## src/rtl/rover_pkg.sv

```systemverilog
// Shared encodings for the rover drive controller: FSM states, line-sensor
// patterns, pivot side, and the pattern-to-state decode.
package rover_pkg;

  typedef enum logic [2:0] {
    ST_IDLE  = 3'd0,
    ST_FWD   = 3'd1,
    ST_LEFT  = 3'd2,
    ST_RIGHT = 3'd3,
    ST_LOST  = 3'd4,
    ST_OBST  = 3'd5,
    ST_HALT  = 3'd6
  } state_e;

  typedef enum logic {
    SIDE_LEFT  = 1'b0,
    SIDE_RIGHT = 1'b1
  } side_e;

  // Sensor bit order is {left, centre, right}.
  localparam logic [2:0] PAT_FWD        = 3'b010;
  localparam logic [2:0] PAT_ALL        = 3'b111;
  localparam logic [2:0] PAT_FORK       = 3'b101;
  localparam logic [2:0] PAT_NONE       = 3'b000;
  localparam logic [2:0] PAT_LEFT       = 3'b100;
  localparam logic [2:0] PAT_LEFT_WIDE  = 3'b110;
  localparam logic [2:0] PAT_RIGHT      = 3'b001;
  localparam logic [2:0] PAT_RIGHT_WIDE = 3'b011;

  // A fork keeps the current heading, except that it recovers a lost rover.
  function automatic state_e decode_pattern(input logic [2:0] pat, input state_e cur);
    state_e res;
    case (pat)
      PAT_FWD, PAT_ALL:             res = ST_FWD;
      PAT_LEFT, PAT_LEFT_WIDE:      res = ST_LEFT;
      PAT_RIGHT, PAT_RIGHT_WIDE:    res = ST_RIGHT;
      PAT_FORK:                     res = (cur == ST_LOST) ? ST_FWD : cur;
      default:                      res = ST_LOST;
    endcase
    return res;
  endfunction

endpackage

```

## src/rtl/sensor_debounce.sv

```systemverilog
// Accepts a new input pattern only after DEB_CYCLES consecutive identical
// samples; the output updates on the edge that registers the last of them.
module sensor_debounce #(
  parameter int WIDTH      = 3,
  parameter int DEB_CYCLES = 4
) (
  input  logic             clk,
  input  logic             rst,
  input  logic [WIDTH-1:0] raw_i,
  output logic [WIDTH-1:0] stable_o
);

  localparam int CNT_W = $clog2(DEB_CYCLES + 1);

  logic [WIDTH-1:0] sample_q;
  logic [WIDTH-1:0] stable_q;
  logic [CNT_W-1:0] cnt_q, cnt_d;

  // NOTE: every always_comb output gets a value on every path, so no latch is inferred.
  always_comb begin
    if (raw_i != sample_q)                   cnt_d = CNT_W'(1);
    else if (cnt_q == CNT_W'(DEB_CYCLES))    cnt_d = cnt_q;
    else                                     cnt_d = cnt_q + CNT_W'(1);
  end

  // NOTE: sequential state uses non-blocking assignments so all flops update together.
  always_ff @(posedge clk or posedge rst) begin
    if (rst) begin
      sample_q <= '0;
      cnt_q    <= '0;
      stable_q <= '0;
    end else begin
      sample_q <= raw_i;
      cnt_q    <= cnt_d;
      if (cnt_d == CNT_W'(DEB_CYCLES)) stable_q <= raw_i;
    end
  end

  assign stable_o = stable_q;

endmodule

```

## src/rtl/line_follow_ctrl.sv

```systemverilog
// Line-following drive sequencer: debounced line pattern and synchronised
// proximity drive a follow/turn/lost/obstacle FSM with registered PWM outputs.
module line_follow_ctrl
  import rover_pkg::*;
#(
  parameter int PWM_BITS     = 8,
  parameter int DUTY_FWD     = 192,
  parameter int DUTY_TURN    = 128,
  parameter int DEB_CYCLES   = 4,
  parameter int LOST_TIMEOUT = 1000,
  parameter int PROX_HOLD    = 200
) (
  input  logic       clk,
  input  logic       rst,
  input  logic       run,
  input  logic [2:0] induct,
  input  logic       proxim,
  output logic       leftOut,
  output logic       rightOut,
  output logic       leftEn,
  output logic       rightEn,
  output logic [2:0] state
);

  localparam int LOST_W = $clog2(LOST_TIMEOUT + 1);
  localparam int HOLD_W = $clog2(PROX_HOLD + 1);
  localparam logic [PWM_BITS-1:0] DUTY_FWD_C  = PWM_BITS'(DUTY_FWD);
  localparam logic [PWM_BITS-1:0] DUTY_TURN_C = PWM_BITS'(DUTY_TURN);

  logic [2:0]          pat_s;
  logic                prox_meta_q, prox_sync_q;
  state_e              state_q, state_d;
  side_e               side_q, side_d;
  logic [LOST_W-1:0]   lost_cnt_q, lost_cnt_d, lost_inc;
  logic [HOLD_W-1:0]   hold_cnt_q, hold_cnt_d, hold_inc;
  logic [PWM_BITS-1:0] pwm_cnt_q, duty_d;
  logic                left_dir_d, right_dir_d;
  logic                left_out_q, right_out_q, en_q;

  sensor_debounce #(
    .WIDTH      (3),
    .DEB_CYCLES (DEB_CYCLES)
  ) u_induct_deb (
    .clk      (clk),
    .rst      (rst),
    .raw_i    (induct),
    .stable_o (pat_s)
  );

  always_comb begin
    lost_inc = (lost_cnt_q == LOST_W'(LOST_TIMEOUT)) ? lost_cnt_q : lost_cnt_q + LOST_W'(1);
    hold_inc = (hold_cnt_q == HOLD_W'(PROX_HOLD))    ? hold_cnt_q : hold_cnt_q + HOLD_W'(1);

    state_d = state_q;
    if (!run) begin
      state_d = ST_IDLE;
    end else if (prox_sync_q && state_q != ST_IDLE && state_q != ST_HALT) begin
      state_d = ST_OBST;
    end else begin
      case (state_q)
        ST_IDLE: state_d = ST_FWD;
        ST_OBST: if (hold_inc == HOLD_W'(PROX_HOLD)) state_d = decode_pattern(pat_s, state_q);
        ST_LOST: state_d = (lost_inc == LOST_W'(LOST_TIMEOUT)) ? ST_HALT
                                                               : decode_pattern(pat_s, state_q);
        ST_FWD, ST_LEFT, ST_RIGHT: state_d = decode_pattern(pat_s, state_q);
        default: state_d = state_q;
      endcase
    end

    // Counters run only while staying in their state, so any exit or entry clears them.
    hold_cnt_d = (state_q == ST_OBST && state_d == ST_OBST && !prox_sync_q) ? hold_inc : '0;
    lost_cnt_d = (state_q == ST_LOST && state_d == ST_LOST) ? lost_inc : '0;

    side_d = side_q;
    if (state_d == ST_LEFT)  side_d = SIDE_LEFT;
    if (state_d == ST_RIGHT) side_d = SIDE_RIGHT;

    left_dir_d  = 1'b0;
    right_dir_d = 1'b0;
    duty_d      = '0;
    case (state_d)
      ST_FWD:   begin left_dir_d = 1'b1; right_dir_d = 1'b1; duty_d = DUTY_FWD_C;  end
      ST_LEFT:  begin right_dir_d = 1'b1;                    duty_d = DUTY_TURN_C; end
      ST_RIGHT: begin left_dir_d = 1'b1;                     duty_d = DUTY_TURN_C; end
      ST_LOST:  begin
        left_dir_d  = (side_d == SIDE_RIGHT);
        right_dir_d = (side_d == SIDE_LEFT);
        duty_d      = DUTY_TURN_C;
      end
      default: ;
    endcase
  end

  always_ff @(posedge clk or posedge rst) begin
    if (rst) begin
      prox_meta_q <= 1'b0;
      prox_sync_q <= 1'b0;
      state_q     <= ST_IDLE;
      side_q      <= SIDE_LEFT;
      lost_cnt_q  <= '0;
      hold_cnt_q  <= '0;
      pwm_cnt_q   <= '0;
      left_out_q  <= 1'b0;
      right_out_q <= 1'b0;
      en_q        <= 1'b0;
    end else begin
      prox_meta_q <= proxim;
      prox_sync_q <= prox_meta_q;
      state_q     <= state_d;
      side_q      <= side_d;
      lost_cnt_q  <= lost_cnt_d;
      hold_cnt_q  <= hold_cnt_d;
      pwm_cnt_q   <= pwm_cnt_q + PWM_BITS'(1);
      left_out_q  <= left_dir_d;
      right_out_q <= right_dir_d;
      en_q        <= (pwm_cnt_q < duty_d);
    end
  end

  assign leftOut  = left_out_q;
  assign rightOut = right_out_q;
  assign leftEn   = en_q;
  assign rightEn  = en_q;
  assign state    = state_q;

endmodule

```

## config.mk

```make
export PLATFORM = sky130hd
export DESIGN_NAME = line_follow_ctrl
export DESIGN_NICKNAME = d
export VERILOG_FILES = /design/src/rtl/rover_pkg.sv /design/src/rtl/sensor_debounce.sv /design/src/rtl/line_follow_ctrl.sv
export SDC_FILE = /design/constraint.sdc
export NUM_CORES = 1
export LEC_CHECK = 0
export CAP_MARGIN = 20
export CORE_ASPECT_RATIO = 1.25
export CORE_MARGIN = 5
export CORE_UTILIZATION = 30
export CTS_CLUSTER_SIZE = 28
export DETAILED_ROUTE_END_ITERATION = 10
export GPL_ROUTABILITY_DRIVEN = 0
export PLACE_DENSITY = 0.43
export SKIP_LAST_GASP = 1
export SYNTH_ARGS = -nofsm -noshare
export SYNTH_HDL_FRONTEND = slang
export SYNTH_SLANG_ARGS = --single-unit
```

## constraint.sdc

```tcl
create_clock -name clk -period 3.27 [get_ports clk]
set_clock_uncertainty 0.2 [all_clocks]
set_input_delay 0.327 -clock clk [delete_from_list [all_inputs] [get_ports clk]]
set_output_delay 0.327 -clock clk [all_outputs]
set_load 0.01 [all_outputs]
```

==> results of run 1 <==
state kept, by name (all words and copies together) (netlist names):
| register | cells |
|---|---|
| state | 3 |
| u_induct_deb.cnt_q | 3 |
| leftEn | 1 |
| u_induct_deb.sample_q | 3 |
| side_q | 1 |
| pwm_cnt_q | 8 |
| prox_meta_q | 1 |
| prox_sync_q | 1 |
| leftOut | 1 |
| lost_cnt_q | 10 |
| rightOut | 1 |
| u_induct_deb.stable_o | 3 |
| hold_cnt_q | 8 |
power by group:
group	internal, mW	switching (mW)
combinational	0.126	0.138
sequential	0.574	0.0299
clock	0.171	0.190
per-layer routing:
metal,vias to the layer above,share of wire [%],wire length (um)
li1,1011,-,-
met5,-,0,0
met3,7,2.5,137
met2,25,50,2770
met4,0,1.9,106
met1,973,46,2560
worst paths after layout:
path	from	end	slack, ps	cells after the start
worst max-delay path	lost_cnt_q[0]$_DFF_PP0_	lost_cnt_q[9]$_DFF_PP0_	130	10
max in group asynchronous	rst	hold_cnt_q[7]$_DFF_PP0_	2420	3
worst min register to register	prox_meta_q$_DFF_PP0_	prox_sync_q$_DFF_PP0_	160	0
worst max register to register	lost_cnt_q[0]$_DFF_PP0_	lost_cnt_q[9]$_DFF_PP0_	130	10
min in group clk	prox_meta_q$_DFF_PP0_	prox_sync_q$_DFF_PP0_	160	0
worst min-delay path	rst	lost_cnt_q[8]$_DFF_PP0_	30	2
final cells by class:
cell class | instances | share of cell area, %
clock inverters | 2 | 0.493
well taps | 120 | 4.93
repair buffers | 24 | 7.40
flip-flops and latches | 44 | 36.2
inverters | 17 | 2.10
multi-input cells | 200 | 46.2
clock buffers | 6 | 2.71
what timing repair did:
action,4_1_cts,5_1_grt
hold endpoints to repair,0,0
resized for setup,0,2
hold buffers,0,0
setup endpoints to repair,0,8
setup buffers,0,1
logic make-up (layout without fill, tap and decap cells):
group	Yosys count	in the layout
AOI/OAI and AO/OA	46	46
DFF	44	44
adders and majority gates	8	8
and+or+nand+nor	116	117
xor gates and xnor gates	24	24
muxes	5	5
buffers and inverters	29	49
through the flow:
stage          util, %  power (mW)
2_1_floorplan        -       0.783
3_3_place_gp      33.7       0.872
3_5_place_dp      33.7       0.867
4_1_cts           34.8        1.24
5_1_grt           35.4        1.31
6_report          35.4        1.23
critical path: cells and delay by family, from the launching register on:
family,cells,cell delay [ps]
simple gates,5,1500
compound gates,2,430
flops,1,420
fa+ha+maj,1,320
buf+inv,2,190
synthesized netlist by cell type, types with 3 or more instances:
master,count,area (um^2)
dfrtp_1,44,1100
nand2_1,22,82.6
nor2_1,20,75.1
inv_1,16,60.1
xor2_1,16,140
a21oi_1,14,70.1
nand3_1,10,50.1
nand4_1,10,62.6
o21ai_0,10,50.1
ha_1,8,100
nor3_2,8,80.1
xnor2_1,8,70.1
nor3_1,7,35.0
clkbuf_1,5,18.8
and2_1,4,25.0
buf_2,4,20.0
nand4b_1,4,35.0
nor2b_1,4,25.0
nor3b_1,4,30.0
or2_2,4,25.0
and4_1,3,26.3
mux2_2,3,33.8
==> key figures, run 1 <==
Die
  • Die area: 10,700 um^2
  • Io pins: 14
  • Initial Utilization: a little under a third
  • Num rows: 38
  • Placeable Area: between 8000 and 9000 um^2
  • Die height: ~110 um
  • Die Span X: around 94 um

Global routing
  • GRT overflow: 0
  • Vias in the first global route: just under 2,000
  • GR Util All Layers: between 10 and 15%
  • Met1 Use GR: between 10% and 20%
  • Largest net degree at the start of global routing: 45
  • Met2 usage: 19.0%
  • First-pass GRT wire length: 9400 um
  • GR Util met3: 2.04%
  • Initial antenna violation count: 0
  • Busiest grt layer: met2

Power
  • PwrDens: 404 nW/um^2
  • Peak supply drop: 294 uV
  • Leakage: 1.21 nW

Finish
  • Finished Layout Cells: 413
  • Area Growth Syn to Fin: 16.1%
  • Layout filler cell count: approximately 870
  • Commonest non-fill, non-tap cell in the layout: dfrtp_1
  • Total Nets Final: 307
  • Register area: 1100 um^2
  • Area of the multi-input gates: 1410 um^2
  • Commonest non-fill, non-tap cells in the layout: 44 x dfrtp_1, 22 x nand2_1, 20 x nor2_1
  • Share of layout cells above drive strength 1: between 10% and 20%
  • Ant diodes: 0
  • Final instance area: approximately 3000 um^2

Clock network
  • H-tree levels: 2
  • Root buffer cell: clkbuf_8
  • Cts bufs inserted: 5
  • Clock sink count: between 40 and 50
  • Clk buf depth: 2
  • Clock transition at path regs: 80 ps
  • CTS tree: yes
  • Skew-Pair Late Insertion Delay: 300 ps

STA
  • Fin crit period: around 3100 ps
  • Setup ws final: 133 ps
  • Setup violators final: 0
  • Worst slew margin: 63.6%
  • Fmax: about 0.32 GHz
  • Worst hold slack: around 25 ps
  • RSZ-0062 raised after global routing: true
  • Pins Over Slew Limit: 0
  • TNS Setup: 0 ps
  • Worst-margin pin slew: 541 ps
  • Final Hold Vio Count: 0
  • Tcrit/Tclk final: 95.9%

Detailed routing
  • Drt drc: 0
  • DR iter-0 viols: 111
  • Vias per inst: roughly 5
  • Wire per inst: 13.5 um
  • Drt first pass iters: 4
  • Antenna-violating nets left: 0
  • Total number of vias: 2,016
  • Total Wirelength: 5580 um

Flow run
  • Max_cap viols: 0

Synthesis
  • Main combinational cell family by area after synthesis: simple AND/OR/NAND/NOR gates
  • Avg Cell Area, Syn: just under 10 um^2
  • XOR/XNOR Fraction of Synth Area: 8.02%
  • Seq/Total Area, Yosys: between 40% and 50%
  • Async SR Flop Fraction: 100%
  • Mapped Area: 2620 um^2
  • Seq cells post-synth: 44
  • Post-synthesis mux area share: between 2 and 2.5%
  • Post-synth EDFFs: 0
  • Synth Instances: 272
  • Top FF cell, synth: dfrtp_1
  • Mapped Nets: 287
  • Cell variety after synth: 55
  • Adder-Cell Fraction of Synth Area: under 10%
  • Synth Area in Simple Gates: between 20% and 30%
  • Synth Warn #: 0
  • Post-synthesis compound-gate area fraction: 12.1%

Critical path
  • Cell repeated most along the worst path: nand3_2
  • Worst EP arrival: about 3200 ps
  • Critical-path cell list: inv_1 > ha_1 > or4b_1 > a31o_1 > nand3_2 > nand3_2 > a22oi_4 > inv_2 > or4b_4 > nor3_2
  • Maximum net fanout on the critical path: 8
  • Slowest stage cell on the critical path: or4b_4
  • Critical path class: reg -> reg
  • CP endpoint kind: register
  • Crit start category: register
  • Worst EP required: 3280 ps
  • Crit path largest cell delay: 620 ps

Outcome
  • Status: complete, no violations

Placement
  • Placed instance area: 2900 um^2
  • Post-DP HPWL: roughly 4000 um
  • Port Buffers: 13
  • Pre-CTS setup slack: 122 ps
  • Dpl cells: approximately 400

Hold path
  • Hold Crit Class: in -> async
No activity file was read; power rests on OpenSTA's default activity.
==> run 2, diff against run 1 <==
- CORE_MARGIN: 5 -> 4
- SETUP_SLACK_MARGIN: not set -> 0.3
==> run 2 against run 1 <==
Effect of this change:
- critical path depth stayed put
- final cell count is 0.24% higher
- global-route usage is 0.99 points higher
- setup slack better by 240 ps
- largest power group unchanged
- first-iteration DRC count is 32% lower
- combinational power is 6% higher
- fmax is 8.3% higher
- critical path type unchanged
- highest routed layer unchanged
- power is 5.3% higher
==> key figures, run 2 (synthesized netlist as in run 1, its figures left out) <==
STA
  • Tcrit/Tclk final: 88.6% (-7.3 points)
  • Fin crit period: 2900 ps (-240 ps)
  • Pins Over Slew Limit: 0 (unchanged)
  • Setup violators final: 0 (unchanged)
  • RSZ-0062 raised after global routing: true
  • Final Hold Vio Count: 0 (unchanged)
  • Worst slew margin: 37.3% (-26 points)
  • TNS Setup: 0 ps (unchanged)
  • Worst-margin pin slew: 940 ps (+399 ps)
  • Fmax: 0.345 GHz (+8.3%)
  • Worst hold slack: 155 ps (+130 ps)

Critical path
  • Maximum net fanout on the critical path: 7 (-1)
  • Crit-path leading delay family: simple AND/OR/NAND/NOR gates
  • Crit path largest cell delay: 540 ps (-80 ps)
  • End of the critical path: lost_cnt_q[8]$_DFF_PP0_
  • R2R setup slack: 370 ps (+240 ps)
  • CP endpoint kind: register
  • Critical-path cell list: inv_4 > ha_4 > or4b_1 > a31o_1 > nand3_2 > nand3_2 > a22oi_4 > inv_4 > or4b_4 > nor3b_2
  • Buffers & Inverters on Critical Path: 2 (unchanged)
  • Critical R2R Capture: lost_cnt_q[8]$_DFF_PP0_
  • Slowest stage cell on the critical path: or4b_4
  • Reg2reg path depth: 10 (unchanged)
  • Reg-to-reg startpoint: lost_cnt_q[0]$_DFF_PP0_
  • CP Depth: 10 (unchanged)
  • Worst EP arrival: 2920 ps (-230 ps)
  • Worst EP required: 3290 ps (about the same)
  • Critical path class: reg -> reg
  • Crit start category: register
  • Worst setup path start: lost_cnt_q[0]$_DFF_PP0_

Die
  • Placeable Area: 8380 um^2 (-2.6%)
  • Num rows: 37 (-2.6%)
  • Die area: 10,300 um^2 (-3.8%)
  • Io pins: 14 (unchanged)
  • Die height: 113 um (-1.7%)
  • Initial Utilization: 31.3% (+0.82 points)
  • Die Span X: 91.6 um (-2.1%)

Power
  • Leakage: 1.23 nW (+2.3%)
  • Peak supply drop: 241 uV (-18%)
  • PwrDens: 413 nW/um^2 (+2.3%)
  • Tot Pwr: 1.29 mW (+5.3%)

Clock network
  • Clock sink count: 44 (unchanged)
  • H-tree levels: 2 (unchanged)
  • Cts bufs inserted: 5 (unchanged)
  • Clk buf depth: 2 (unchanged)
  • Skew-Pair Late Insertion Delay: 290 ps (about the same)
  • Clock transition at path regs: 80 ps (about the same)
  • Root buffer cell: clkbuf_8
  • Hold buffers post-CTS: 0 (unchanged)
  • CTS tree: yes

Finish
  • Layout Utilization: 37.4% (+2.0 points)
  • Area Growth Syn to Fin: 19.5%
  • Share of layout cells above drive strength 1: 20.5% (+4.5 points)
  • Layout filler cell count: 865 (-0.46%)
  • Largest register by flop count: lost_cnt_q
  • Ant diodes: 0 (unchanged)
  • Top flop regs: lost_cnt_q x10, hold_cnt_q x8, pwm_cnt_q x8
  • Max FFs per register: 10 (unchanged)
  • Commonest non-fill, non-tap cells in the layout: 42 x dfrtp_1, 22 x nand2_1, 20 x nor2_1
  • Total Nets Final: 311 (+1.3%)
  • Commonest non-fill, non-tap cell in the layout: dfrtp_1

Flow run
  • Max_cap viols: 0 (unchanged)

Detailed routing
  • DR iter-0 viols: 76 (-32%)
  • Wire per inst: 13.7 um (+1.4%)
  • Vias per inst: 4.99 (+2.2%)
  • Antenna-violating nets left: 0 (unchanged)
  • Total number of vias: 2,066 (+2.5%)
  • Drt first pass iters: 4 (unchanged)
  • Drt drc: 0 (unchanged)
  • Total Wirelength: 5670 um (+1.7%)

Global routing
  • GR Util All Layers: 11.9% (+0.99 points)
  • Largest net degree at the start of global routing: 45 (unchanged)
  • Vias in the first global route: 2,029 (+2.7%)
  • First-pass GRT wire length: 10,100 um (+7.1%)
  • GRT overflow: 0 (unchanged)
  • Initial antenna violation count: 0 (unchanged)

Placement
  • Port Buffers: 13 (unchanged)
  • Post-DP HPWL: 3970 um (-0.73%)

Outcome
  • Status: complete, no violations

Hold path
  • Hold Crit Class: reg -> reg
==> run 2: per-layer routing <==
| layer | wire length [um] | part of all wire, % | vias to the layer above | track usage [%] |
|---|---|---|---|---|
| li1 | - | - | 1025 | - |
| met1 | 2660 | 47 | 1004 | 15.6 |
| met2 | 2770 | 49 | 32 | 19.9 |
| met4 | 75 | 1.3 | 0 | 3.62 |
| met5 | 0 | 0 | - | 0 |
| met3 | 171 | 3.0 | 5 | 1.94 |
==> run 2: how the worst min path moves through the flow <==
stage | from | to | slack (ps) | cells past startpoint
after floorplan | prox_meta_q$_DFF_PP0_ | prox_sync_q$_DFF_PP0_ | 130 | 0
after global placement | prox_meta_q$_DFF_PP0_ | prox_sync_q$_DFF_PP0_ | 130 | 0
after detailed placement | prox_meta_q$_DFF_PP0_ | prox_sync_q$_DFF_PP0_ | 140 | 0
after CTS | prox_meta_q$_DFF_PP0_ | prox_sync_q$_DFF_PP0_ | 160 | 0
after global routing | prox_meta_q$_DFF_PP0_ | prox_sync_q$_DFF_PP0_ | 170 | 0
final | prox_meta_q$_DFF_PP0_ | prox_sync_q$_DFF_PP0_ | 160 | 0
==> run 2: area by class of cell <==
cell class,instances,area [um^2],share of cell area [%]
clock buffers,6,72.6,2.32
clock inverters,2,35.0,1.12
inverters,17,68.8,2.20
multi-input cells,200,1460,46.7
flip-flops and latches,44,1100,35.2
well taps,117,146,4.67
repair buffers,28,243,7.75
==> run 2: repair_timing <==
action / 4_1_cts / 5_1_grt
endpoints found under the setup margin: 12 / 12
gates resized for setup: 6 / 8
setup buffers: 2 / 2
pin swaps: 4 / 7
gates cloned: 1 / 0
==> run 2: per-stage QoR <==
| stage | cell area (um^2) | std cells | setup slack [ps] |
|---|---|---|---|
| after detailed placement | 2930 | 401 | 151 |
| after CTS | 3080 | 412 | 283 |
| after floorplan | 2650 | 272 | 300 |
| after global routing | 3130 | 414 | 255 |
| final | 3130 | 414 | 373 |
| after global placement | 2930 | 401 | 158 |
==> run 2: where the power goes <==
group	leakage, nW	switching [mW]	internal [mW]
clock	0.0552	0.184	0.227
sequential	0.572	0.0300	0.574
combinational	0.606	0.146	0.133
total	1.23	0.360	0.934
==> run 2: worst register-to-register path: stages, from the launching register on <==
cell and delay [ps]:
dfrtp_2 450, inv_4 80, ha_4 190, or4b_1 470
a31o_1 210, nand3_2 90, nand3_2 100, a22oi_4 240
inv_4 80, or4b_4 550, nor3b_2 190
